--- src/rtl/child_sequencer.sv ---
// rtl/child_sequencer.sv - start/done sequencer for a fixed group of child units
// Runs each enabled child once, in ascending index order, with a per-child watchdog.
module child_sequencer #(
   parameter int N_CHILD = 5,
   parameter int TIMEOUT = 200,
   localparam int IW = (N_CHILD > 1) ? $clog2(N_CHILD) : 1
) (
   input  logic               clk,
   input  logic               rst_n,
   input  logic               start_i,
   input  logic [N_CHILD-1:0] enable_mask_i,
   input  logic [N_CHILD-1:0] child_done_i,
   output logic [N_CHILD-1:0] child_start_o,
   output logic               busy_o,
   output logic               done_o,
   output logic               error_o,
   output logic [IW-1:0]      err_idx_o
);

   localparam int TW = $clog2(TIMEOUT);
   localparam logic [TW-1:0] TIMER_LAST = TW'(TIMEOUT - 1);

   typedef enum logic [2:0] {
      S_IDLE,
      S_LAUNCH,
      S_WAIT,
      S_NEXT,
      S_DONE
   } state_t;

   state_t             state_q, state_d;
   logic [IW-1:0]      idx_q, idx_d;
   logic [N_CHILD-1:0] mask_q, mask_d;
   logic [TW-1:0]      timer_q, timer_d;
   logic               error_q, error_d;
   logic [IW-1:0]      err_idx_q, err_idx_d;

   logic [IW-1:0]      first_idx;
   logic [IW-1:0]      next_idx;
   logic               next_found;

   // Priority searches: lowest set bit of the incoming mask, and the lowest
   // latched mask bit strictly above the current child.
   always_comb begin
      first_idx  = '0;
      next_idx   = '0;
      next_found = 1'b0;
      for (int i = N_CHILD - 1; i >= 0; i--) begin
         if (enable_mask_i[i]) begin
            first_idx = IW'(i);
         end
         if (mask_q[i] && (i > int'(idx_q))) begin
            next_idx   = IW'(i);
            next_found = 1'b1;
         end
      end
   end

   always_ff @(posedge clk or negedge rst_n) begin
      if (!rst_n) begin
         state_q   <= S_IDLE;
         idx_q     <= '0;
         mask_q    <= '0;
         timer_q   <= '0;
         error_q   <= 1'b0;
         err_idx_q <= '0;
      end else begin
         state_q   <= state_d;
         idx_q     <= idx_d;
         mask_q    <= mask_d;
         timer_q   <= timer_d;
         error_q   <= error_d;
         err_idx_q <= err_idx_d;
      end
   end

   always_comb begin
      state_d   = state_q;
      idx_d     = idx_q;
      mask_d    = mask_q;
      timer_d   = timer_q;
      error_d   = error_q;
      err_idx_d = err_idx_q;
      case (state_q)
         S_IDLE: begin
            if (start_i) begin
               mask_d  = enable_mask_i;
               error_d = 1'b0;
               if (|enable_mask_i) begin
                  idx_d   = first_idx;
                  state_d = S_LAUNCH;
               end else begin
                  state_d = S_DONE;
               end
            end
         end
         S_LAUNCH: begin
            timer_d = '0;
            state_d = S_WAIT;
         end
         S_WAIT: begin
            timer_d = timer_q + 1'b1;
            // A done arriving on the final watchdog cycle still counts.
            if (child_done_i[idx_q]) begin
               state_d = S_NEXT;
            end else if (timer_q == TIMER_LAST) begin
               error_d   = 1'b1;
               err_idx_d = idx_q;
               state_d   = S_DONE;
            end
         end
         S_NEXT: begin
            if (next_found) begin
               idx_d   = next_idx;
               state_d = S_LAUNCH;
            end else begin
               state_d = S_DONE;
            end
         end
         S_DONE: begin
            state_d = S_IDLE;
         end
         default: begin
            state_d = S_IDLE;
         end
      endcase
   end

   always_comb begin
      child_start_o = '0;
      if (state_q == S_LAUNCH) begin
         child_start_o[idx_q] = 1'b1;
      end
   end

   assign busy_o    = (state_q != S_IDLE);
   assign done_o    = (state_q == S_DONE);
   assign error_o   = error_q;
   assign err_idx_o = err_idx_q;

endmodule

--- config.mk ---
export PLATFORM = sky130hd
export DESIGN_NAME = child_sequencer
export DESIGN_NICKNAME = d
export VERILOG_FILES = /design/src/rtl/child_sequencer.sv
export SDC_FILE = /design/constraint.sdc
export NUM_CORES = 1
export LEC_CHECK = 0
export ABC_AREA = 1
export CAP_MARGIN = 20
export CORE_MARGIN = 2
export CORE_UTILIZATION = 30
export CTS_CLUSTER_DIAMETER = 150
export DETAILED_ROUTE_END_ITERATION = 12
export DONT_BUFFER_PORTS = 1
export GPL_TIMING_DRIVEN = 0
export SETUP_SLACK_MARGIN = 0.02
export SYNTH_ARGS = -nofsm -noshare
export SYNTH_HDL_FRONTEND = slang
export SYNTH_SLANG_ARGS = --single-unit
--- constraint.sdc ---
create_clock -name clk -period 2.3 [get_ports clk]
set_input_delay 0.345 -clock clk [delete_from_list [all_inputs] [get_ports clk]]
set_output_delay 0.345 -clock clk [all_outputs]
set_load 0.005 [all_outputs]
-- After elaboration in Yosys (flattened, before gate mapping)
Index checks and enable logic that the tools add are counted.
W data, S select, Z words.
- bits in registers: 23
- input port bits: 13
- output and inout bits: 11
- logic and storage cells: 74
- add/subtract/negate cells: 1
- magnitude comparators: 6
- eq/ne operators: 11
- muxes and demuxes: 33
- bitwise operators: 1
- reduce and logical (&&, ||, !) cells: 16
- operators with widths (kind ; count):
    $mux W3 ; 17
    $pmux W8 S2 ; 1
    $pmux W3 S4 ; 1
    $ne A2 B2 Y1 const B ; 5
    $mux W1 ; 9
    $add A8 B1 Y8 const B ; 1
    $eq A8 B8 Y1 const B ; 1
    $reduce_and A4 Y1 ; 2
    $eq A3 B2 Y1 const B ; 2
    $gt A2 B3 Y1 const A ; 2
    $pmux W3 S2 ; 1
    $reduce_bool A2 Y1 ; 3
    $logic_and A1 B1 Y1 ; 5
    $mux W5 ; 1
    $reduce_or A5 Y1 ; 1
    $lt A3 B4 Y1 const B ; 1
    $reduce_and A2 Y1 ; 2
    $bmux W1 S3 ; 1
    $demux W1 S3 ; 1
    $eq A3 B1 Y1 const B ; 1
    $eq A3 B3 Y1 const B ; 1
    $ge A3 B1 Y1 const B ; 1
    $gt A1 B3 Y1 const A ; 1
    $gt A3 B3 Y1 const A ; 1
    6 further kinds ; 6

-- Longest topological paths before layout
- depth in word-level cells: 8
- mapped depth: 9
- mapped depth without buffers: 8

-- Least setup slack after synthesis
No wires, ideal clock.
- path kind: flip-flop to output port
- start: register state_q[2]
- end: output child_start_o[2]
- arrival: 0.911 ns
- required time: 1.955 ns
- slack: 1.044 ns
- cell stages (with the launch flop): 5
- buffers on the path: 1
- path through: dfrtp_1 > inv_2 > nand3_1 > buf_2 > nor4_1
- word-level cells in the longest chain between the ends: 2
- RTL lines (element ; line ; text):
    from (decl) ; 31 ; state_t state_q, state_d;
    from (signal assigned) ; 68 ; state_q <= state_d;
    $eq A3 B1 Y1 ; 131 ; if (state_q == S_LAUNCH) begin
    $mux W5 ; 131 ;
    to (decl) ; 13 ; output logic [N_CHILD-1:0] child_start_o,
No other way between the ends.

-- Worst setup path after layout
- start: register state_q[2]
- end: output child_start_o[4]
The elaborated chain is that of the path after synthesis.

==> run_results.csv <==
group,metric,value,unit
critical_path,critical_path_required,1.96,ns
status,status,"complete, no violations",
power,powerDensity,1100,nW/um2
layout,fin_nets,200,
routing,dr.pass1.iters,4,
grt,grt_antenna_before_repair,0,
routing,wl_per_cell,11.9,um
layout,instances_no_fill,236,
synthesis,synth_nets,193,
place,io_buffers,0,
floorplanning,start_util,0.305,
floorplanning,dieArea,4920,um2
synthesis,synth_cells,179,
min_path,min_path_type,"primary input to flop",
synthesis,ys_warn_count,0,
synthesis,ys_seq_area_frac,0.420,
place,hpwl,2170,um
routing,viasPerCell,4.76,
routing,vias,1123,
timing,setup_viol,0,
grt,track_usage,0.120,
floorplanning,die_x,70.1,um
grt,grt-ovfl-total,0,
layout,regArea,551,um2
synthesis,synth.distinct_cells,27,
routing,drc,0,
layout,drive_above_1_share,0.120,
clocking,ctsHtreeMaxLevel,1,
clocking,cts.clk_slew.worst_paths,0.08,ns
clocking,ctsResizeCount,0,
layout,nFillCells,460,
clocking,cts_tree,"built",
layout,multi_input_area,633,um2
timing,fin_crit_sh,0.733,
timing,drv_slew,0,
critical_path,endpoint_kind,"output pin",
floorplanning,num_io_pins,24,
timing,rsz0062_at_grt,"false",
timing,period_minus_slack,1.69,ns
layout,antennaDiodeCount,0,
clocking,worstSkewPairLatency,0.26,ns
routing,wl,2810,um
floorplanning,std_cell_rows,24,
routing,drtIter0Drc,46,
power,leakage,0.734,nW
synthesis,synth_area_per_cell,7.33,um2
power,max-vdd-ir-drop,0.429,mV
place,place_inst,231,
clocking,cts_made_buffers,3,
critical_path,criticalPathCategory,"flop to output pin",
critical_path,arrival,1.34,ns
timing,hold_ws,0.198,ns
timing,max_freq,0.593,GHz
synthesis,ys_ff_latch,22,
clocking,cts_sinks,22,
critical_path,crit_path_max_fanout,10,
floorplanning,core-area,4290,um2
floorplanning,die_y,70.1,um
grt,grt_pass1_wl,4720,um
clocking,clockBufferDepth,2,
timing,relSlewSlack,0.738,
synthesis,post_synth_instance_area,1310,um2
timing,tns,0,ns
critical_path,startpoint_type,"flop",
job,cap_violations,0,
grt,grt_pass1_vias,1026,
layout,syn2layout_area_growth,11.0,%
grt,grt_max_degree,23,
place,gp_congestion,0.764,
timing,skew,0.00147,ns
clocking,clock-root-buffer,"clkbuf_8",
timing,hold_viol,0,
routing,ant_nets,0,
timing,worstMarginPinSlew,0.389,ns
## sequential cells by signal (all words and copies together) (netlist names)
signal     count
err_idx_o      3
error_o        1
idx_q          3
mask_q         4
state_q        3
timer_q        8
## layout by cell type (no fill, tap or decap), types with 4 or more instances in the layout
master and count:
nor2_1 18, nand4_1 6, o21ai_1 6, dfrtp_1 22
inv_1 23, nand2_1 45, o21ai_0 11, nand3_1 17
nor2_2 4
## synthesized netlist by cell type
master	number	area share
a21oi_1	3	0.011
a22oi_1	1	0.0057
a31oi_1	1	0.0048
buf_2	1	0.0038
buf_4	1	0.0057
buf_6	1	0.0086
dfrtp_1	22	0.42
ha_1	1	0.0095
inv_1	23	0.066
inv_2	3	0.0086
inv_4	1	0.0048
nand2_1	45	0.13
nand2_2	1	0.0048
nand3_1	17	0.065
nand3_2	3	0.023
nand3b_1	1	0.0057
nand4_1	6	0.029
nand4_4	1	0.016
nor2_1	18	0.052
nor2_2	4	0.019
nor3_1	3	0.011
nor3_2	1	0.0076
nor4_1	2	0.0095
o21ai_0	11	0.042
o21ai_1	6	0.023
o21bai_2	1	0.0086
o32ai_1	1	0.0067
## power by group
| group | switching, mW | internal (mW) | total (mW) |
|---|---|---|---|
| Combinational | 0.529 | 0.259 | 0.788 |
| Clock | 0.124 | 0.117 | 0.240 |
| Sequential | 0.0865 | 0.490 | 0.577 |
| Total | 0.739 | 0.867 | 1.61 |
## layer usage
layer / wire length (um) / share of wire / vias to the layer above / global-route usage
li1: - / - / 598 / -
met1: 1470 / 0.52 / 499 / 0.173
met2: 1130 / 0.40 / 24 / 0.169
met3: 182 / 0.065 / 2 / 0.0418
met4: 27 / 0.0096 / 0 / 0.0321
met5: 0 / 0 / - / 0
## cells by family after synthesis
family,synth area share
AND/OR/NAND/NOR,0.371
adder cells (fa/ha/maj),0.00954
buffers and inverters,0.0973
AO/OA/AOI/OAI,0.102
flip-flops,0.420
## through the flow
stage               setup slack, ns  cell area [um2]   util  total power, mW
floorplan                      1.04             1310      -             1.20
global placement              0.893             1380  0.321             1.36
detailed placement            0.901             1380  0.321             1.36
CTS                           0.603             1430  0.332             1.61
global route                  0.490             1460  0.339             1.76
finish                        0.614             1460  0.339             1.61
## timing repair
action	4_1_cts	5_1_grt
hold buffers	1	0
setup endpoints to repair	0	0
endpoints found under the hold margin	22	0
setup buffers	0	0
## worst paths after layout
kind / from / depth (start not counted) / end / slack (ns)
max: state_q[2] / 4 / child_start_o[4] / 0.61
min: enable_mask_i[2] / 2 / mask_q[2] / 0.20
max reg2reg: timer_q[0] / 6 / err_idx_o[2] / 0.91
min reg2reg: mask_q[2] / 2 / mask_q[2] / 0.49
max in group asynchronous: rst_n / 2 / idx_q[2] / 1.50
min in group asynchronous: rst_n / 1 / timer_q[3] / 0.41
## worst max-delay path: stages, from the launching register on
cell and delay, ns:
dfrtp_1 0.40, inv_2 0.08, nand3_1 0.09, buf_2 0.20, nor4_1 0.31
## cell type report
type,instances,area share
multi-input cells,127,0.435
well taps,52,0.0447
inverters,27,0.0714
flip-flops and latches,22,0.378
clock buffers,3,0.0284
plain buffers,3,0.0163
repair buffers,2,0.0258
Power figures use the tool's default switching activity.
==> patch 1 (config.mk and constraints unchanged) <==
Re-encode `state_t` (5 states) as one-hot, 5 bits wide.
--- a/src/rtl/child_sequencer.sv
+++ b/src/rtl/child_sequencer.sv
@@ -22,8 +22,8 @@
 
-   typedef enum logic [2:0] {
-      S_IDLE,
-      S_LAUNCH,
-      S_WAIT,
-      S_NEXT,
-      S_DONE
+   typedef enum logic [4:0] {
+      S_IDLE   = 5'b00001,
+      S_LAUNCH = 5'b00010,
+      S_WAIT   = 5'b00100,
+      S_NEXT   = 5'b01000,
+      S_DONE   = 5'b10000
    } state_t;
Check against the original RTL: same outputs for any inputs over 10 cycles, from zero or initial values and one cycle with rst_n low; not proved beyond that.
==> patch 1 against the original RTL <==
Worst setup slack got worse by 0.13 ns; fmax fell by 7.3%; power fell by 2.7%; sequential cell count rose by 2; routed wire length rose by 7.5%; non-clock buffer count fell by 1; largest cell class unchanged; area after synthesis rose by 9.5%; clock power rose by 18%; design area rose by 9.2%.
==> patch 1: results (changes against the original RTL) <==
status=finished clean; top sig layer=met4; Lkg Pwr=0.807 nW (+9.9%); Worst path max stage delay=0.43 ns (+0.03 ns); logic gate share of total power=42.7% (-6.4 points); VDD IR max=0.000410 V (-4.6%); R2R cell count=10 (+4); slew margin rel.=74.9% (+1.1 points); routed wl met2=1.50 mm (+33%); CP max-delay cell=dfrtp_1; Worst Min Path Start=enable_mask_i[4]; Hold Path Depth=2 (unchanged); GRT Total Usage=12.6% (+0.66 points); Clock Skews=0.00229 ns (+0.000825 ns); Reg2Reg Setup Slack=0.79 ns (-0.12 ns); Sw Ratio=42.9% (-3.2 points); Clock H-tree levels=1 (unchanged); met3 wire len=105 um (-42%); Crit path max-delay family=simple AND/OR/NAND/NOR gates; DP Area=1500 um^2 (+9.3%); pin count of the biggest net entering global routing=25 (+8.7%); Seq/Total Area, Yosys=41.9% (-0.086 points); vias in the first global route=1208 (+18%); diode count=0 (unchanged); fillers=501 (+8.9%); CP startpoint=state_q[3]; routed length on met1=1.40 mm (-4.6%); terminus of the critical flop-to-flop path=error_o; Largest regs=timer_q x8, state_q x5, mask_q x4; Post-synth ARST share=100% (unchanged); global-route wire length before repair=5.35 mm (+13%); WHS Endpoint=mask_q[4]; Routability Congestion=0.816 (+6.8%); WL per Instance=11.8 um (-0.53%); routed vias/inst=4.83 (+1.5%); Clk power=0.000283 W (+18%); share of layout cells above drive strength 1=12.4% (+0.48 points); DR iter-0 viols=88 (+91%); CP arrival=1.47 ns (+0.13 ns); Nets=216 (+8.0%); Cell variety after synth=31 (+15%); top_reg_cell synth=dfrtp_1; largest cells by area after synthesis=dfrtp_1, nand2_1, nor2_1, inv_1, nand3_1; Post-synth top cells=nand2_1, dfrtp_1, nor2_1, inv_1, nand3_1; DP HPWL=2.39 mm (+10%); Synthesized Nets=209 (+8.3%); Worst-path clk slew=0.08 ns (about the same)
[patch 1: cell types whose count changed in the layout (fill, tap and decap cells not counted), moves of 2 or more]
cell,before,now
nand3_1,17,15
nor3_1,3,5
nor2_1,18,23
o21ai_1,6,1
o31ai_1,0,2
nand2_1,45,55
o21ai_0,11,7
nand4_2,0,2
a21oi_1,3,5
[patch 1: timing repair]
action | in CTS | in global routing
gates resized for setup | 0 | 0
hold buffers | 2 | 0
endpoints found under the hold margin | 24 | 0
endpoints found under the setup margin | 0 | 0
buffers inserted | 0 | 0
[patch 1: routing by layer]
layer / global-route usage (%) / vias to the layer above
met3: 3.59 / 2
li1: - / 649
met1: 16.4 / 564
met4: 1.44 / 0
met2: 21.4 / 17
met5: 0 / -
[patch 1: worst register-to-register path: cells and delay by family, from the launching register on]
| kind | cells | cell delay, ns |
|---|---|---|
| AND/OR/NAND/NOR | 7 | 0.61 |
| flip-flops | 1 | 0.39 |
| adder cells (fa/ha/maj) | 1 | 0.18 |
| buffers and inverters | 1 | 0.09 |
| AO/OA/AOI/OAI | 1 | 0.14 |
[patch 1: cells by family after synthesis]
family | share of synthesized area [%]
simple gates | 40.5
buf+inv | 8.45
xor+xnor | 0.610
compound gates | 7.67
flops | 41.9
fa+ha+maj | 0.871
[patch 1: worst max path at each step]
stage | endpoint | slack, ns | cells after the start
global route | child_start_o[1] | 0.35 | 3
detailed placement | child_start_o[1] | 0.78 | 3
floorplan | child_start_o[1] | 0.97 | 3
global placement | child_start_o[1] | 0.78 | 3
CTS | child_start_o[1] | 0.47 | 3
finish | child_start_o[1] | 0.48 | 3
[patch 1: layout make-up]
| class | instances | area share, % |
|---|---|---|
| Multi-Input combinational cell | 142 | 44.9 |
| Buffer | 2 | 1.18 |
| Timing Repair Buffer | 2 | 1.89 |
| Inverter | 27 | 6.46 |
| Sequential cell | 24 | 37.9 |
| Clock buffer | 4 | 3.46 |
| Tap cell | 54 | 4.25 |
[patch 1: stage by stage]
| stage | worst slack, ns | hold slack, ns | utilization [%] | power [W] | cells |
|---|---|---|---|---|---|
| 6_report | 0.481 | 0.193 | 34.1 | 0.00156 | 255 |
| 5_1_grt | 0.349 | 0.186 | 34.1 | 0.00171 | 255 |
| 4_1_cts | 0.471 | 0.187 | 34.1 | 0.00158 | 255 |
| 3_5_place_dp | 0.783 | 0.0504 | 32.3 | 0.00128 | 249 |
| 3_3_place_gp | 0.782 | 0.0503 | 32.3 | 0.00127 | 249 |
| 2_1_floorplan | 0.968 | 0.0494 | - | 0.00113 | 195 |
==> patch 2 (same flow settings) <==
Made on the original files. Set the parameter `TIMEOUT` to 100 (it was 200).
--- a/src/rtl/child_sequencer.sv
+++ b/src/rtl/child_sequencer.sv
@@ -4,3 +4,3 @@
    parameter int N_CHILD = 5,
-   parameter int TIMEOUT = 200,
+   parameter int TIMEOUT = 100,
    localparam int IW = (N_CHILD > 1) ? $clog2(N_CHILD) : 1
Function: same outputs for any inputs over 10 cycles, from zero or initial values and one cycle with rst_n low; that may be too few to reach the edited logic, so the function may still have changed.
==> patch 2 against the original RTL <==
Routed wire length decreased by 5.8%; design area is 5.1% lower; critical path depth did not move; power shrank 1.4%; area after synthesis is 4.8% lower; sequential cell count decreased by 1; worst setup slack worse by 0.042 ns; count of clock-buffer cells in the layout rose by 1; largest power group unchanged.
==> patch 2: results (changes against the original RTL) <==
sw power=0.000727 W (-1.6%); share of layout cells above drive strength 1=14.3% (+2.3 points); WHS Endpoint=mask_q[3]; Crit path max-delay family=simple AND/OR/NAND/NOR gates; Clock Skews=0.00252 ns (+0.00106 ns); Worst Min Path Start=enable_mask_i[3]; diode count=0 (unchanged); Routability Congestion=0.875 (+15%); Worst path max stage delay=0.42 ns (+0.02 ns); CP arrival=1.38 ns (+0.04 ns); status=finished clean; vias in the first global route=1007 (-1.9%); Hold Path Depth=1 (-1); GR Layer Usage met2=20.1% (+3.1 points); Hold/Removal Path Class=in2reg; DP HPWL=2.05 mm (-5.5%); CTS Root Cell=clkbuf_8; GRT Total Usage=12.7% (+0.71 points); terminus of the critical flop-to-flop path=idx_q[1]; DR iter-0 viols=39 (-15%); Post CTS Setup Buffer Count=0 (unchanged); Reg2Reg Setup Slack=0.85 ns (-0.06 ns); VDD IR max=0.000342 V (-20%); Nets=190 (-5.0%); GR Util met1=16.3% (-0.94 points); GR Layer Usage met3=3.73% (-0.45 points); Cell variety after synth=26 (-3.7%); TritonCTS buffer count=3 (unchanged); WL per Instance=11.8 um (-1.2%); Synthesized Nets=183 (-5.2%); global-route wire length before repair=4.42 mm (-6.4%); Largest regs=timer_q x7, mask_q x4; Clock H-tree levels=1 (unchanged); r2r startpoint=idx_q[0]; global route overflow=0 (unchanged); routed vias/inst=4.64 (-2.5%); Post-synth ARST share=100% (unchanged); Lkg Pwr=0.667 nW (-9.1%); Post-synth top cells=nand2_1, nand3_1, dfrtp_1, inv_1, nor2_1; fillers=426 (-7.4%); Seq/Total Area, Yosys=42.1% (+0.099 points); R2R cell count=9 (+3); Least-Margin Pin Slew=0.475 ns (+0.0855 ns); Worst-path clk slew=0.08 ns (about the same); pin count of the biggest net entering global routing=22 (-4.3%); largest cells by area after synthesis=dfrtp_1, nand2_1, nand3_1, inv_1, nor2_1; Initial DRT Pass Iterations=4 (unchanged)
[patch 2: power by group through the flow]
stage	clock, W	sequential (W)	combinational [W]
floorplan	0	0.000542	0.000658
global placement	0	0.000558	0.000785
detailed placement	0	0.000559	0.000791
CTS	0.000251	0.000552	0.000801
global route	0.000265	0.000564	0.000924
finish	0.000239	0.000553	0.000791
[patch 2: final cells by class]
cell class                      count  area (um^2)  area share, %
Tap cell                           50         62.6           4.53
Clock buffer                        4         45.0           3.26
Buffer                              2         16.3           1.18
Multi-Input combinational cell    122          616           44.6
Inverter                           24         91.3           6.61
Timing Repair Buffer                2         25.0           1.81
Sequential cell                    21          526           38.0
[patch 2: worst max-delay path by stage]
stage / from / end
floorplan: state_q[1] / child_start_o[2]
global placement: state_q[1] / child_start_o[2]
detailed placement: state_q[1] / child_start_o[2]
CTS: state_q[1] / child_start_o[2]
global route: state_q[1] / child_start_o[2]
finish: state_q[1] / child_start_o[2]
[patch 2: cell families after synthesis]
group	count (synthesis)	share of synthesized area, %
fa+ha+maj	1	1.00
buf+inv	26	8.62
compound gates	20	8.52
mux	1	0.902
simple gates	100	38.9
flops	21	42.1
[patch 2: through the flow]
step | power [W] | cell area (um^2) | setup WS (ns) | hold WS [ns] | cells
final | 0.00158 | 1380 | 0.572 | 0.235 | 225
after CTS | 0.00160 | 1370 | 0.559 | 0.231 | 224
after global placement | 0.00134 | 1310 | 0.836 | 0.0500 | 219
after floorplan | 0.00120 | 1250 | 1.01 | 0.0494 | 169
after detailed placement | 0.00135 | 1310 | 0.864 | 0.0500 | 219
after global routing | 0.00175 | 1380 | 0.435 | 0.225 | 225
[patch 2: layer usage]
metal / up-vias / wire length, um
met2: 20 / 1080
met3: 2 / 203
met4: 0 / 22
met1: 459 / 1340
li1: 563 / -
met5: - / 0
